File: config.mk
export PLATFORM = sky130hd
export DESIGN_NAME = tmds_deser_align_flat
export DESIGN_NICKNAME = d
export VERILOG_FILES = /design/src/rtl/tmds_deser_align_if.sv /design/src/rtl/tmds_deser_align.sv /design/src/flat_wrapper.sv
export SDC_FILE = /design/constraint.sdc
export NUM_CORES = 1
export LEC_CHECK = 0
export BUFFER_PORTS_ARGS = -buffer_cell sky130_fd_sc_hd__buf_2
export CORE_ASPECT_RATIO = 0.7
export CORE_MARGIN = 2
export CORE_UTILIZATION = 44
export DETAILED_ROUTE_END_ITERATION = 12
export HOLD_SLACK_MARGIN = 0.05
export PLACE_DENSITY = 0.68
export SLEW_MARGIN = 10
export SYNTH_ARGS = -nofsm -noshare
export SYNTH_HDL_FRONTEND = slang
export SYNTH_SLANG_ARGS = --single-unit
File: constraint.sdc
create_clock -name bit_clock -period 6.6 [get_ports bit_clock]
set_clock_uncertainty 0.05 [all_clocks]
set_input_delay 0.66 -clock bit_clock [delete_from_list [all_inputs] [get_ports bit_clock]]
set_output_delay 0.66 -clock bit_clock [all_outputs]
set_load 0.005 [all_outputs]
File: src/rtl/tmds_deser_align_if.sv
// Lane-side bundle for the TMDS 1:10 deserializer: serial input plus
// recovered word, strobe and alignment status.
interface tmds_deser_align_if;
  logic       tmds_lane;
  logic [9:0] par_data;
  logic       par_valid;
  logic       locked;
  logic [3:0] slip_count;

  // Driver of the serial lane / consumer of recovered words
  modport master (
    output tmds_lane,
    input  par_data,
    input  par_valid,
    input  locked,
    input  slip_count
  );

  // Deserializer side
  modport slave (
    input  tmds_lane,
    output par_data,
    output par_valid,
    output locked,
    output slip_count
  );
endinterface

File: src/rtl/tmds_deser_align.sv
// 1:10 TMDS lane deserializer with control-token word alignment.
// Bits arrive LSB-first; a word is emitted every 10 bit clocks. The
// alignment FSM slips the word boundary one bit at a time until a run of
// control tokens is seen, then holds lock until tokens stop appearing.
//
// state     | meaning
// ----------+------------------------------------------------------------
// ST_SEARCH | hunting for alignment; counts hits/words, slips on timeout
// ST_LOCKED | aligned; counts consecutive non-token words for loss
module tmds_deser_align #(
  parameter int LOCK_HITS    = 8,
  parameter int SEARCH_WORDS = 16,
  parameter int LOSS_WORDS   = 4096
) (
  input  logic               bit_clock,
  input  logic               rst,
  tmds_deser_align_if.slave  bus
);

  typedef enum logic {
    ST_SEARCH = 1'b0,
    ST_LOCKED = 1'b1
  } state_t;

  localparam logic [7:0]  LP_LOCK_HITS    = 8'(LOCK_HITS);
  localparam logic [7:0]  LP_SEARCH_WORDS = 8'(SEARCH_WORDS);
  localparam logic [15:0] LP_LOSS_WORDS   = 16'(LOSS_WORDS);
  localparam logic [1:0]  LP_SETTLE_WORDS = 2'd2;

  // sr[0] would fall off on the capture edge anyway, so only sr[9:1] is kept
  logic [9:1] r_sr;
  logic [3:0] r_bcnt;
  logic [9:0] r_par_data;
  logic       r_par_valid;

  state_t      r_state;
  logic        r_slip;
  logic        r_locked;
  logic [3:0]  r_slip_count;
  logic [1:0]  r_settle;
  logic [7:0]  r_hit_cnt;
  logic [7:0]  r_word_cnt;
  logic [15:0] r_miss_cnt;

  logic        w_hit;
  logic [7:0]  w_hit_cnt_nxt;
  logic [7:0]  w_word_cnt_nxt;
  logic [15:0] w_miss_cnt_nxt;
  logic [3:0]  w_slip_count_inc;

  assign w_hit = (r_par_data == 10'h354) || (r_par_data == 10'h0AB) ||
                 (r_par_data == 10'h154) || (r_par_data == 10'h2AB);

  // Saturating next values so the counters never wrap past their limits
  assign w_hit_cnt_nxt  = !w_hit ? 8'd0 :
                          (r_hit_cnt == LP_LOCK_HITS) ? r_hit_cnt : r_hit_cnt + 8'd1;
  assign w_word_cnt_nxt = (r_word_cnt == LP_SEARCH_WORDS) ? r_word_cnt : r_word_cnt + 8'd1;
  assign w_miss_cnt_nxt = w_hit ? 16'd0 :
                          (r_miss_cnt == LP_LOSS_WORDS) ? r_miss_cnt : r_miss_cnt + 16'd1;
  assign w_slip_count_inc = (r_slip_count == 4'd9) ? 4'd0 : r_slip_count + 4'd1;

  // Serial shift, bit counter with slip hold, and word capture on bcnt==9
  always_ff @(posedge bit_clock or posedge rst) begin
    if (rst) begin
      r_sr        <= '0;
      r_bcnt      <= 4'd0;
      r_par_data  <= 10'd0;
      r_par_valid <= 1'b0;
    end else begin
      r_sr        <= {bus.tmds_lane, r_sr[9:2]};
      r_par_valid <= 1'b0;
      if (r_bcnt == 4'd9) begin
        r_par_data  <= {bus.tmds_lane, r_sr[9:1]};
        r_par_valid <= 1'b1;
      end
      // Holding the counter for one edge pushes every later boundary one bit late
      if (!r_slip) begin
        r_bcnt <= (r_bcnt == 4'd9) ? 4'd0 : r_bcnt + 4'd1;
      end
    end
  end

  // Alignment FSM: evaluates each word during its par_valid cycle
  always_ff @(posedge bit_clock or posedge rst) begin
    if (rst) begin
      r_state      <= ST_SEARCH;
      r_slip       <= 1'b0;
      r_locked     <= 1'b0;
      r_slip_count <= 4'd0;
      r_settle     <= 2'd0;
      r_hit_cnt    <= 8'd0;
      r_word_cnt   <= 8'd0;
      r_miss_cnt   <= 16'd0;
    end else begin
      r_slip <= 1'b0;
      if (r_par_valid) begin
        if (r_settle != 2'd0) begin
          // Words straddling a slip are passed through but not judged
          r_settle <= r_settle - 2'd1;
        end else begin
          case (r_state)
            ST_SEARCH: begin
              if (w_hit_cnt_nxt == LP_LOCK_HITS) begin
                r_state    <= ST_LOCKED;
                r_locked   <= 1'b1;
                r_hit_cnt  <= 8'd0;
                r_word_cnt <= 8'd0;
                r_miss_cnt <= 16'd0;
              end else if (w_word_cnt_nxt == LP_SEARCH_WORDS) begin
                r_slip       <= 1'b1;
                r_slip_count <= w_slip_count_inc;
                r_settle     <= LP_SETTLE_WORDS;
                r_hit_cnt    <= 8'd0;
                r_word_cnt   <= 8'd0;
              end else begin
                r_hit_cnt  <= w_hit_cnt_nxt;
                r_word_cnt <= w_word_cnt_nxt;
              end
            end
            ST_LOCKED: begin
              if (w_miss_cnt_nxt == LP_LOSS_WORDS) begin
                r_state    <= ST_SEARCH;
                r_locked   <= 1'b0;
                r_hit_cnt  <= 8'd0;
                r_word_cnt <= 8'd0;
                r_miss_cnt <= 16'd0;
              end else begin
                r_miss_cnt <= w_miss_cnt_nxt;
              end
            end
            default: begin
              r_state  <= ST_SEARCH;
              r_locked <= 1'b0;
            end
          endcase
        end
      end
    end
  end

  assign bus.par_data   = r_par_data;
  assign bus.par_valid  = r_par_valid;
  assign bus.locked     = r_locked;
  assign bus.slip_count = r_slip_count;

endmodule

File: src/flat_wrapper.sv
// flat-port wrapper written by rule: the top's interface ports become plain ports
module tmds_deser_align_flat 
#(
  parameter int LOCK_HITS    = 8,
  parameter int SEARCH_WORDS = 16,
  parameter int LOSS_WORDS   = 4096
)
  (bit_clock, rst, bus_tmds_lane, bus_par_data, bus_par_valid, bus_locked, bus_slip_count);
  tmds_deser_align_if bus_i ();
  input  logic bit_clock;
  input  logic rst;
  input wire logic [$bits(bus_i.tmds_lane)-1:0] bus_tmds_lane;
  output wire logic [$bits(bus_i.par_data)-1:0] bus_par_data;
  output wire logic [$bits(bus_i.par_valid)-1:0] bus_par_valid;
  output wire logic [$bits(bus_i.locked)-1:0] bus_locked;
  output wire logic [$bits(bus_i.slip_count)-1:0] bus_slip_count;
  assign bus_i.tmds_lane = bus_tmds_lane;
  assign bus_par_data = bus_i.par_data;
  assign bus_par_valid = bus_i.par_valid;
  assign bus_locked = bus_i.locked;
  assign bus_slip_count = bus_i.slip_count;
  tmds_deser_align #(.LOCK_HITS(LOCK_HITS), .SEARCH_WORDS(SEARCH_WORDS), .LOSS_WORDS(LOSS_WORDS)) u_core (.bit_clock(bit_clock), .rst(rst), .bus(bus_i));
endmodule
==> flow_summary.json, run 1 <==
{
  "post-route-period-util_pct": 52.42,
  "final_area_um2": 4198,
  "finalHoldViolations": 0,
  "coreArea_um2": 8373,
  "slew_headroom_pct": 45.21,
  "ys_top_cells_by_count": "dfrtp_1, nand2_1, o21ai_0, nand3_1, inv_1",
  "synthFlopType": "dfrtp_1",
  "finalWirelength_um": 8391,
  "critical_path_required_ns": 6.73,
  "viasPerCell": 6.000,
  "clock_latency_ns": 0.33,
  "drt_iter0_markers": 190,
  "dp_cells": 492,
  "startpoint_type": "register",
  "syn_area_um2": 3756,
  "grt_pass1_vias": 2890,
  "tightest_slew_ns": 0.8219,
  "h-tree-depth": 3,
  "pin_count": 19,
  "crit_fanout": 19,
  "min_path_cells": 0,
  "yosysWarnings": 0,
  "dpl_cell_area_um2": 3900,
  "clock_sinks": 65,
  "drv_cap": 0,
  "dp_hpwl_um": 5733,
  "cts_buffers": 9,
  "fin_setup_tns_ns": 0,
  "reg2regPathDepth": 8,
  "area_growth_pct": 11.76,
  "drc": 0,
  "powerDensity_nw_per_um2": 214.4,
  "hold_buffers": 0,
  "max_freq_mhz": 289.0,
  "clk_path_buf_depth": 2,
  "crit_path_start": "u_core.r_hit_cnt[0]$_DFFE_PP0P_",
  "portBuffers": 18,
  "post_synth.cell_area_avg_um2": 9.706,
  "synth_area_leaders": "dfrtp_1, mux2_2, nand2_1",
  "die_h_um": 81.30,
  "r2r_end": "u_core.bus.locked$_DFFE_PP0P_",
  "clk_pin_slew_ns": 0.05,
  "antenna_cells": 0,
  "nets": 409,
  "synth_top_area_share_pct": 43.30,
  "hp-start": "u_core.r_sr[5]$_DFF_PP0_",
  "synth_fp_nets": 398,
  "drv_slew": 0,
  "rsz0062_at_grt": "false",
  "seq_area_frac_synth_pct": 43.30,
  "final_util_pct": 50.13,
  "setup_viol": 0,
  "die_area_um2": 9303,
  "antenna_found_initial": 0,
  "synthArstFlopShare_pct": 100.0,
  "drive_above_1_share_pct": 15.88,
  "yosysMostFrequentCell": "dfrtp_1",
  "synth.distinct_cells": 64,
  "min_to": "u_core.r_sr[4]$_DFF_PP0_",
  "grt_max_degree": 66,
  "rrSetupSlack_ns": 3.14,
  "criticalPathCategory": "register to register",
  "grt_pass1_wl_um": 14430,
  "cp-end-kind": "register",
  "synth_top_area_cell": "dfrtp_1",
  "synth_edf_count": 0,
  "period_needed_ns": 3.460,
  "ctsResizeCount": 0,
  "die_w_um": 114.4,
  "wire_per_inst_um": 16.52,
  "hold_ws_ns": 0.3108,
  "holdCritPathClass": "register to register",
  "cts_root_buf": "clkbuf_16",
  "syn_inst": 387,
  "post_cts_buffers": 0,
  "initial_utilization_pct": 44.86,
  "cts_tree": "yes",
  "p_leak_nw": 1.806,
  "fp-row-count": 28,
  "ir_worst_vdd_uv": 105.7,
  "final_cells": 508,
  "track_usage_pct": 19.90,
  "arrival_ns": 3.59,
  "vias": 3048,
  "ant_nets": 0,
  "gp_congestion": 0.8424,
  "r2r_start": "u_core.r_hit_cnt[0]$_DFFE_PP0P_",
  "firstDrtPassIters": 5,
  "synth_seq_cells": 65,
  "outcome": "finished, final reports clean",
  "grt_overflow_total": 0
}
## final cells by class
cell class,instances,area (um^2)
clock buffers,11,242.7
multi-input cells,285,1973
clock inverters,5,55.05
fillers,758,4175
well taps,105,131.4
flip-flops and latches,65,1627
inverters,17,63.81
repair buffers,20,105.1
## worst max-delay path: stages, from the launching register on
cell and delay [ns]:
dfrtp_1 0.49, ha_1 0.33, and3_1 0.21, nand3_1 0.13, o221a_2 0.33, o31ai_2 0.57, nand2_1 0.56, o41ai_1 0.50
o21ai_0 0.15
## metrics by stage
stage	total power, W	setup slack, ns
3_5_place_dp	0.0004340	3.230
6_report	0.0008998	3.140
4_1_cts	0.0009124	3.192
5_1_grt	0.0009307	2.950
3_3_place_gp	0.0004329	3.319
2_1_floorplan	0.0004252	3.746
## worst max path at each step
stage | endpoint | slack [ns] | cells past startpoint
final | u_core.bus.locked$_DFFE_PP0P_ | 3.14 | 8
after global routing | u_core.bus.locked$_DFFE_PP0P_ | 2.95 | 8
after CTS | u_core.bus.locked$_DFFE_PP0P_ | 3.19 | 9
after detailed placement | u_core.bus.locked$_DFFE_PP0P_ | 3.23 | 9
after global placement | u_core.bus.locked$_DFFE_PP0P_ | 3.32 | 9
after floorplan | u_core.r_word_cnt[5]$_DFFE_PP0P_ | 3.75 | 9
## sequential cells by signal, summed over array words and instances, names as in the netlist, 2 cells and up
register and flops:
u_core.r_settle 2, u_core.bus.par_data 10, u_core.r_sr 9, u_core.r_miss_cnt 16
u_core.r_bcnt 4, u_core.r_hit_cnt 8, u_core.r_word_cnt 8, u_core.bus.slip_count 4
## routing by layer
layer | GRT usage [%] | share of wire [%]
met5 | 0 | 0
met1 | 28.40 | 51
met4 | 6.707 | 1.3
met3 | 5.373 | 5.5
met2 | 29.23 | 43
## power breakdown
part / switching [W] / internal [W]
clock network: 0.000173 / 0.000301
logic: 0.0000106 / 0.00000619
registers: 0.00000419 / 0.000405
total: 0.000188 / 0.000712
## cell usage in the layout, fill, tap and decap left out, types with 3 or more instances in the layout
master     instances
clkbuf_16          9
nand3_1           18
nand2_1           37
a21o_1             9
a21oi_1           10
nand4_1            8
ha_1               8
mux2_2            15
buf_2             18
nor3_1            11
a211oi_1           3
xor2_1             4
o211ai_1           7
and3_1             8
or3_1              6
xnor2_1           10
nand2b_1           3
a22o_1             7
nor4_1             5
a31oi_1            5
o41ai_1            4
o21ai_0           22
o31ai_1            6
dfrtp_1           65
inv_1             16
and2_1             4
nor2b_1            6
and4_1             4
nor3b_1            5
nor2_1            16
o2bb2ai_1          3
nor4b_1            4
## logic make-up after synthesis
logic type | Yosys count | share of synthesized area (%)
AO/OA/AOI/OAI | 94 | 18.05
XOR/XNOR | 14 | 3.264
adder cells (fa/ha/maj) | 8 | 2.665
buffers and inverters | 37 | 4.164
flip-flops | 65 | 43.30
multiplexers | 17 | 5.030
AND/OR/NAND/NOR | 152 | 23.52
Power figures use the tool's default switching activity.
==> run 2, diff against run 1 <==
Settings changed: ABC_AREA from default to 1.
Clock period 6.6 ns to 3.6 ns, I/O delays scaled along.
==> run 2 against run 1 <==
Net effect:
- count of clock-buffer cells in the layout decreased by 1
- wire length increased by 4.1%
- die area increased by 1.1%
- maximum frequency increased by 28%
- cell count increased by 31%
- synthesized cell count increased by 38%
- utilization increased by 0.73 points
- via count increased by 12%
- worst setup slack got worse by 2.2 ns
- synthesized area increased by 1.1%
- sequential cell count unchanged
- clock power increased by 86%
- critical path type unchanged
- critical endpoint is now u_core.r_hit_cnt[5]$_DFFE_PP0P_
- highest routed layer unchanged
==> flow_summary.json, run 2 <==
{
  "die_area_um2": 9401,
  "antenna_found_initial": 0,
  "ctsResizeCount": 0,
  "max_freq_mhz": 369.9,
  "fp-row-count": 28,
  "syn_area_um2": 3797,
  "final_area_um2": 4277,
  "die_w_um": 115.0,
  "pin_count": 19,
  "clock_latency_ns": 0.33,
  "h-tree-depth": 3,
  "startpoint_type": "register",
  "cp-end-kind": "register",
  "synthArstFlopShare_pct": 100.0,
  "syn_inst": 533,
  "grt_max_degree": 32,
  "cts_tree": "yes",
  "dpl_cell_area_um2": 3971,
  "area_growth_pct": 12.62,
  "clock_sinks": 65,
  "drc": 0,
  "drive_above_1_share_pct": 10.20,
  "ir_worst_vdd_uv": 274.7,
  "post_cts_buffers": 0,
  "gp_congestion": 0.9216,
  "drt_iter0_markers": 267,
  "fin_setup_tns_ns": 0,
  "seq_area_frac_synth_pct": 42.83,
  "clk_pin_slew_ns": 0.05,
  "arrival_ns": 2.87,
  "cts_root_buf": "clkbuf_16",
  "totalPowerFinal_w": 0.001667,
  "regMostFlops": "u_core.r_miss_cnt",
  "cts_buffers": 9,
  "dp_hpwl_um": 6286,
  "coreArea_um2": 8408,
  "hold_ws_ns": 0.06060,
  "synth_seq_cells": 65,
  "vias": 3406,
  "critical_path_required_ns": 3.77,
  "synthFlopType": "dfrtp_1",
  "yosysWarnings": 0,
  "ys_top_cells_by_count": "nand2_1, dfrtp_1, nor2_1, nand3_1, inv_1",
  "initial_utilization_pct": 45.16,
  "largest_reg_flops": 16,
  "viasPerCell": 5.130,
  "synth_top_area_cell": "dfrtp_1",
  "grt_overflow_total": 0,
  "nets": 565,
  "final_util_pct": 50.86,
  "synth.distinct_cells": 30,
  "finalHoldViolations": 0,
  "period_needed_ns": 2.704,
  "grt_pass1_vias": 3136,
  "hold_buffers": 0,
  "layout_commonest_cell": "nand2_1",
  "crit_fanout": 21,
  "rsz0062_at_grt": "false",
  "grt_pass1_wl_um": 14910,
  "post_synth.cell_area_avg_um2": 7.125,
  "layout_common_cells": "nand2_1, dfrtp_1, nor2_1",
  "criticalPathCategory": "register to register",
  "tightest_slew_ns": 0.6304,
  "holdCritPathClass": "primary input to asynchronous set/reset pin",
  "synth_fp_nets": 544,
  "drv_slew": 0,
  "powerDensity_nw_per_um2": 389.7,
  "wire_per_inst_um": 13.15,
  "clk_path_buf_depth": 2,
  "die_h_um": 81.73,
  "antenna_cells": 0,
  "yosysMostFrequentCell": "nand2_1",
  "finalWirelength_um": 8734,
  "drv_cap": 0,
  "slew_headroom_pct": 57.91,
  "synth_area_leaders": "dfrtp_1, nand2_1, nand3_1",
  "synth_top_area_share_pct": 42.83,
  "p_leak_nw": 2.142,
  "post-route-period-util_pct": 75.10,
  "setup_viol": 0,
  "outcome": "finished, final reports clean",
  "firstDrtPassIters": 5,
  "portBuffers": 18,
  "ant_nets": 0,
  "track_usage_pct": 20.27,
  "synth_edf_count": 0
}
run 2: worst max-delay path, stage by stage, from the launching register on:
cell,delay [ns]
dfrtp_1,0.39
inv_1,0.07
nand2_1,0.04
nor2_1,0.10
nand3_1,0.07
nand2_1,0.36
inv_1,0.42
nand3_1,0.23
nand3_1,0.11
nor2_1,0.14
nand2_1,0.09
nand2_2,0.19
nand2_4,0.17
nand2_1,0.10
nand2_1,0.05
run 2: layout make-up:
class	instances	area, um^2
clock buffer	10	239.0
timing repair buffer	22	120.1
fill	815	4131
sequential	65	1627
tap	105	131.4
multi-input combinational	405	1902
clock inverter	6	66.31
inverter	51	191.4
run 2: where the power goes:
part / switching, W / internal (W) / total (W)
Sequential: 0.00000823 / 0.000742 / 0.000750
Combinational: 0.0000225 / 0.0000101 / 0.0000325
Clock: 0.000329 / 0.000555 / 0.000884
run 2: kinds of logic (layout without fill, tap and decap cells):
family / count (synthesis) / in the layout / synth area share (%)
flops: 65 / 65 / 42.83
xor+xnor: 18 / 18 / 4.152
buf+inv: 63 / 89 / 7.084
compound gates: 43 / 43 / 6.030
simple gates: 336 / 336 / 37.27
fa+ha+maj: 8 / 8 / 2.636
run 2: worst paths after layout:
path                                               startpoint                              end  slack (ns)  cells after the start
setup / recovery           u_core.bus.par_data[6]$_DFFE_PP0P_  u_core.r_hit_cnt[5]$_DFFE_PP0P_        0.90                     14
min in group bit_clock                          bus_tmds_lane         u_core.r_sr[9]$_DFF_PP0_        0.10                      1
hold / removal                                            rst   u_core.bus.par_valid$_DFF_PP0_        0.06                      2
max in group asynchronous                                 rst         u_core.r_sr[7]$_DFF_PP0_        2.76                      3
hold reg to reg                      u_core.r_sr[6]$_DFF_PP0_         u_core.r_sr[5]$_DFF_PP0_        0.32                      0
setup reg to reg           u_core.bus.par_data[6]$_DFFE_PP0P_  u_core.r_hit_cnt[5]$_DFFE_PP0P_        0.90                     14
run 2: stage by stage:
stage / std cells / worst slack, ns
6_report: 664 / 0.8964
5_1_grt: 664 / 0.6055
4_1_cts: 664 / 0.9134
3_5_place_dp: 648 / 0.9475
3_3_place_gp: 648 / 1.022
2_1_floorplan: 533 / 1.564
run 2: per-layer routing:
metal	track usage (%)	wire, um	up-vias
li1	-	-	1728
met1	30.68	4468	1557
met2	28.12	3643	117
met3	5.240	588	4
met4	6.265	34	0
met5	0	0	-
==> run 3, diff against run 2 <==
Settings changed: PLACE_DENSITY 0.68 to 0.71.
Clock period 3.6 ns to 2.2 ns, I/O delays scaled along.
==> run 3 against run 2 <==
Net effect:
- non-clock buffer count rose by 20
- cell count increased by 3.0%
- utilization rose by 5.1 points
- sequential power is 64% higher
- critical path depth did not move
==> flow_summary.json, run 3 (same netlist as run 2, synthesis figures left out) <==
{
  "slew_headroom_pct": 76.65,
  "outcome": "finished, final reports clean",
  "die_h_um": 81.73,
  "worstPathCellList": "inv_2, ha_1, nand3_2, o21ai_1, nand2_1, nand2_1, nand2_1, nor2_2, nand2_2, a21oi_4, buf_12, buf_8, nand3_1, o21ai_2",
  "h-tree-depth": 3,
  "firstDrtPassIters": 5,
  "cts_tree": "yes",
  "p_seq_share_pct": 42.2,
  "crit_fanout": 8,
  "rrSetupSlack_ns": 0.06,
  "antenna_cells": 0,
  "crit_end": "u_core.r_miss_cnt[10]$_DFFE_PP0P_",
  "reg2regPathDepth": 14,
  "dp_hpwl_um": 6292,
  "holdCritPathClass": "register to register",
  "cts_buffers": 9,
  "fin_setup_tns_ns": 0,
  "wire_per_inst_um": 13.61,
  "grt_pass1_vias": 3193,
  "gp_congestion": 0.9226,
  "largest_reg_flops": 16,
  "drv_cap": 0,
  "viasPerCell": 5.213,
  "initial_utilization_pct": 45.16,
  "period_needed_ns": 2.139,
  "clock_sinks": 65,
  "drc": 0,
  "track_usage_pct": 20.71,
  "crit_path_start": "u_core.r_hit_cnt[0]$_DFFE_PP0P_",
  "power_frac_clock_pct": 55.7,
  "regMostFlops": "u_core.r_miss_cnt",
  "hold_ws_ns": 0.3263,
  "portBuffers": 18,
  "area_growth_pct": 23.89,
  "die_w_um": 115.0,
  "powerDensity_nw_per_um2": 617.1,
  "power_switching_w": 0.0006538,
  "cp.depth": 14,
  "cpMostUsedCell": "nand2_1",
  "vias": 3566,
  "clock_latency_ns": 0.35,
  "max_freq_mhz": 467.4,
  "cp_num_buf_inv": 3,
  "layout_commonest_cell": "nand2_1",
  "ir_worst_vdd_uv": 553.8,
  "drt_iter0_markers": 213,
  "clk_pin_slew_ns": 0.06,
  "ant_nets": 0,
  "drv_slew": 0,
  "cp_top_family": "simple AND/OR/NAND/NOR gates",
  "setup_viol": 0,
  "post-route-period-util_pct": 97.25,
  "tightest_slew_ns": 0.3503,
  "grt_max_degree": 66,
  "finalWirelength_um": 9306,
  "critical_path_required_ns": 2.41,
  "arrival_ns": 2.35,
  "grt_overflow_total": 0,
  "grt_pass1_wl_um": 14990,
  "layout_common_cells": "nand2_1, dfrtp_1, nor2_1",
  "final_util_pct": 55.95,
  "hp-start": "u_core.r_sr[8]$_DFF_PP0_",
  "startpoint_type": "register",
  "drive_above_1_share_pct": 19.69,
  "power.internal_w": 0.002249,
  "coreArea_um2": 8408,
  "r2r_end": "u_core.r_miss_cnt[10]$_DFFE_PP0P_",
  "totalPowerFinal_w": 0.002903,
  "cpPeakStageDelay_ns": 0.46,
  "die_area_um2": 9401,
  "cts_root_buf": "clkbuf_16",
  "nets": 585,
  "swShare_pct": 22.52,
  "criticalPathCategory": "register to register",
  "fp-row-count": 28,
  "p_leak_nw": 2.288,
  "clk_path_buf_depth": 2,
  "finalHoldViolations": 0,
  "pin_count": 19,
  "critical-path-slowest-cell": "dfrtp_2",
  "rsz0062_at_grt": "true",
  "cp-end-kind": "register",
  "antenna_found_initial": 0,
  "power_frac_comb_pct": 2.0,
  "r2r_start": "u_core.r_hit_cnt[0]$_DFFE_PP0P_"
}
[run 3: worst min path at each step]
stage,endpoint,slack [ns],cells past startpoint
floorplan,u_core.r_sr[9]$_DFF_PP0_,0.20,0
global route,u_core.r_sr[8]$_DFF_PP0_,0.33,0
finish,u_core.r_sr[7]$_DFF_PP0_,0.33,0
CTS,u_core.r_sr[7]$_DFF_PP0_,0.33,0
detailed placement,u_core.bus.slip_count[2]$_DFFE_PP0P_,0.28,3
global placement,u_core.bus.par_data[9]$_DFFE_PP0P_,0.27,3
[run 3: worst register-to-register path, cell delays in order (launching register included)]
cell and delay, ns:
dfrtp_2 0.46, inv_2 0.07, ha_1 0.15, nand3_2 0.12
o21ai_1 0.14, nand2_1 0.06, nand2_1 0.09, nand2_1 0.07
nor2_2 0.12, nand2_2 0.09, a21oi_4 0.18, buf_12 0.14
buf_8 0.14, nand3_1 0.09, o21ai_2 0.09
[run 3: final cells by class]
type / instances / area (um^2)
multi-input cells: 405 / 2068
flip-flops and latches: 65 / 1635
well taps: 105 / 131.4
clock inverters: 7 / 107.6
fillers: 773 / 3704
clock buffers: 9 / 225.2
inverters: 51 / 196.4
repair buffers: 42 / 340.3
[run 3: what timing repair did]
item | 4_1_cts | 5_1_grt
endpoints found under the setup margin | 21 | 41
hold buffers | 2 | 0
gates cloned | 0 | 1
endpoints found under the hold margin | 67 | 0
resized for setup | 4 | 62
pin swaps | 1 | 9
setup buffers | 0 | 5
[run 3: power by group through the flow]
stage | Clock [W] | Sequential, W | Combinational (W)
4_1_cts | 0.00165 | 0.00123 | 0.0000614
2_1_floorplan | 0 | 0.00125 | 0.0000310
3_5_place_dp | 0 | 0.00125 | 0.0000587
5_1_grt | 0.00169 | 0.00123 | 0.0000694
3_3_place_gp | 0 | 0.00125 | 0.0000576
6_report | 0.00162 | 0.00123 | 0.0000587
[run 3: stage by stage]
step           cell area (um^2)  cells  worst slack [ns]
3_3_place_gp               4074    660          -0.02307
5_1_grt                    4705    684          -0.04834
6_report                   4705    684           0.06051
3_5_place_dp               4074    660          -0.01319
4_1_cts                    4448    678          -0.02330
2_1_floorplan              3797    533            0.2018
[run 3: metal layers]
metal	routed length (um)	track usage, %	up-vias
li1	-	-	1770
met1	4443	29.07	1675
met2	4036	30.35	106
met3	680	6.199	15
met4	146	7.590	0
met5	0	0	-
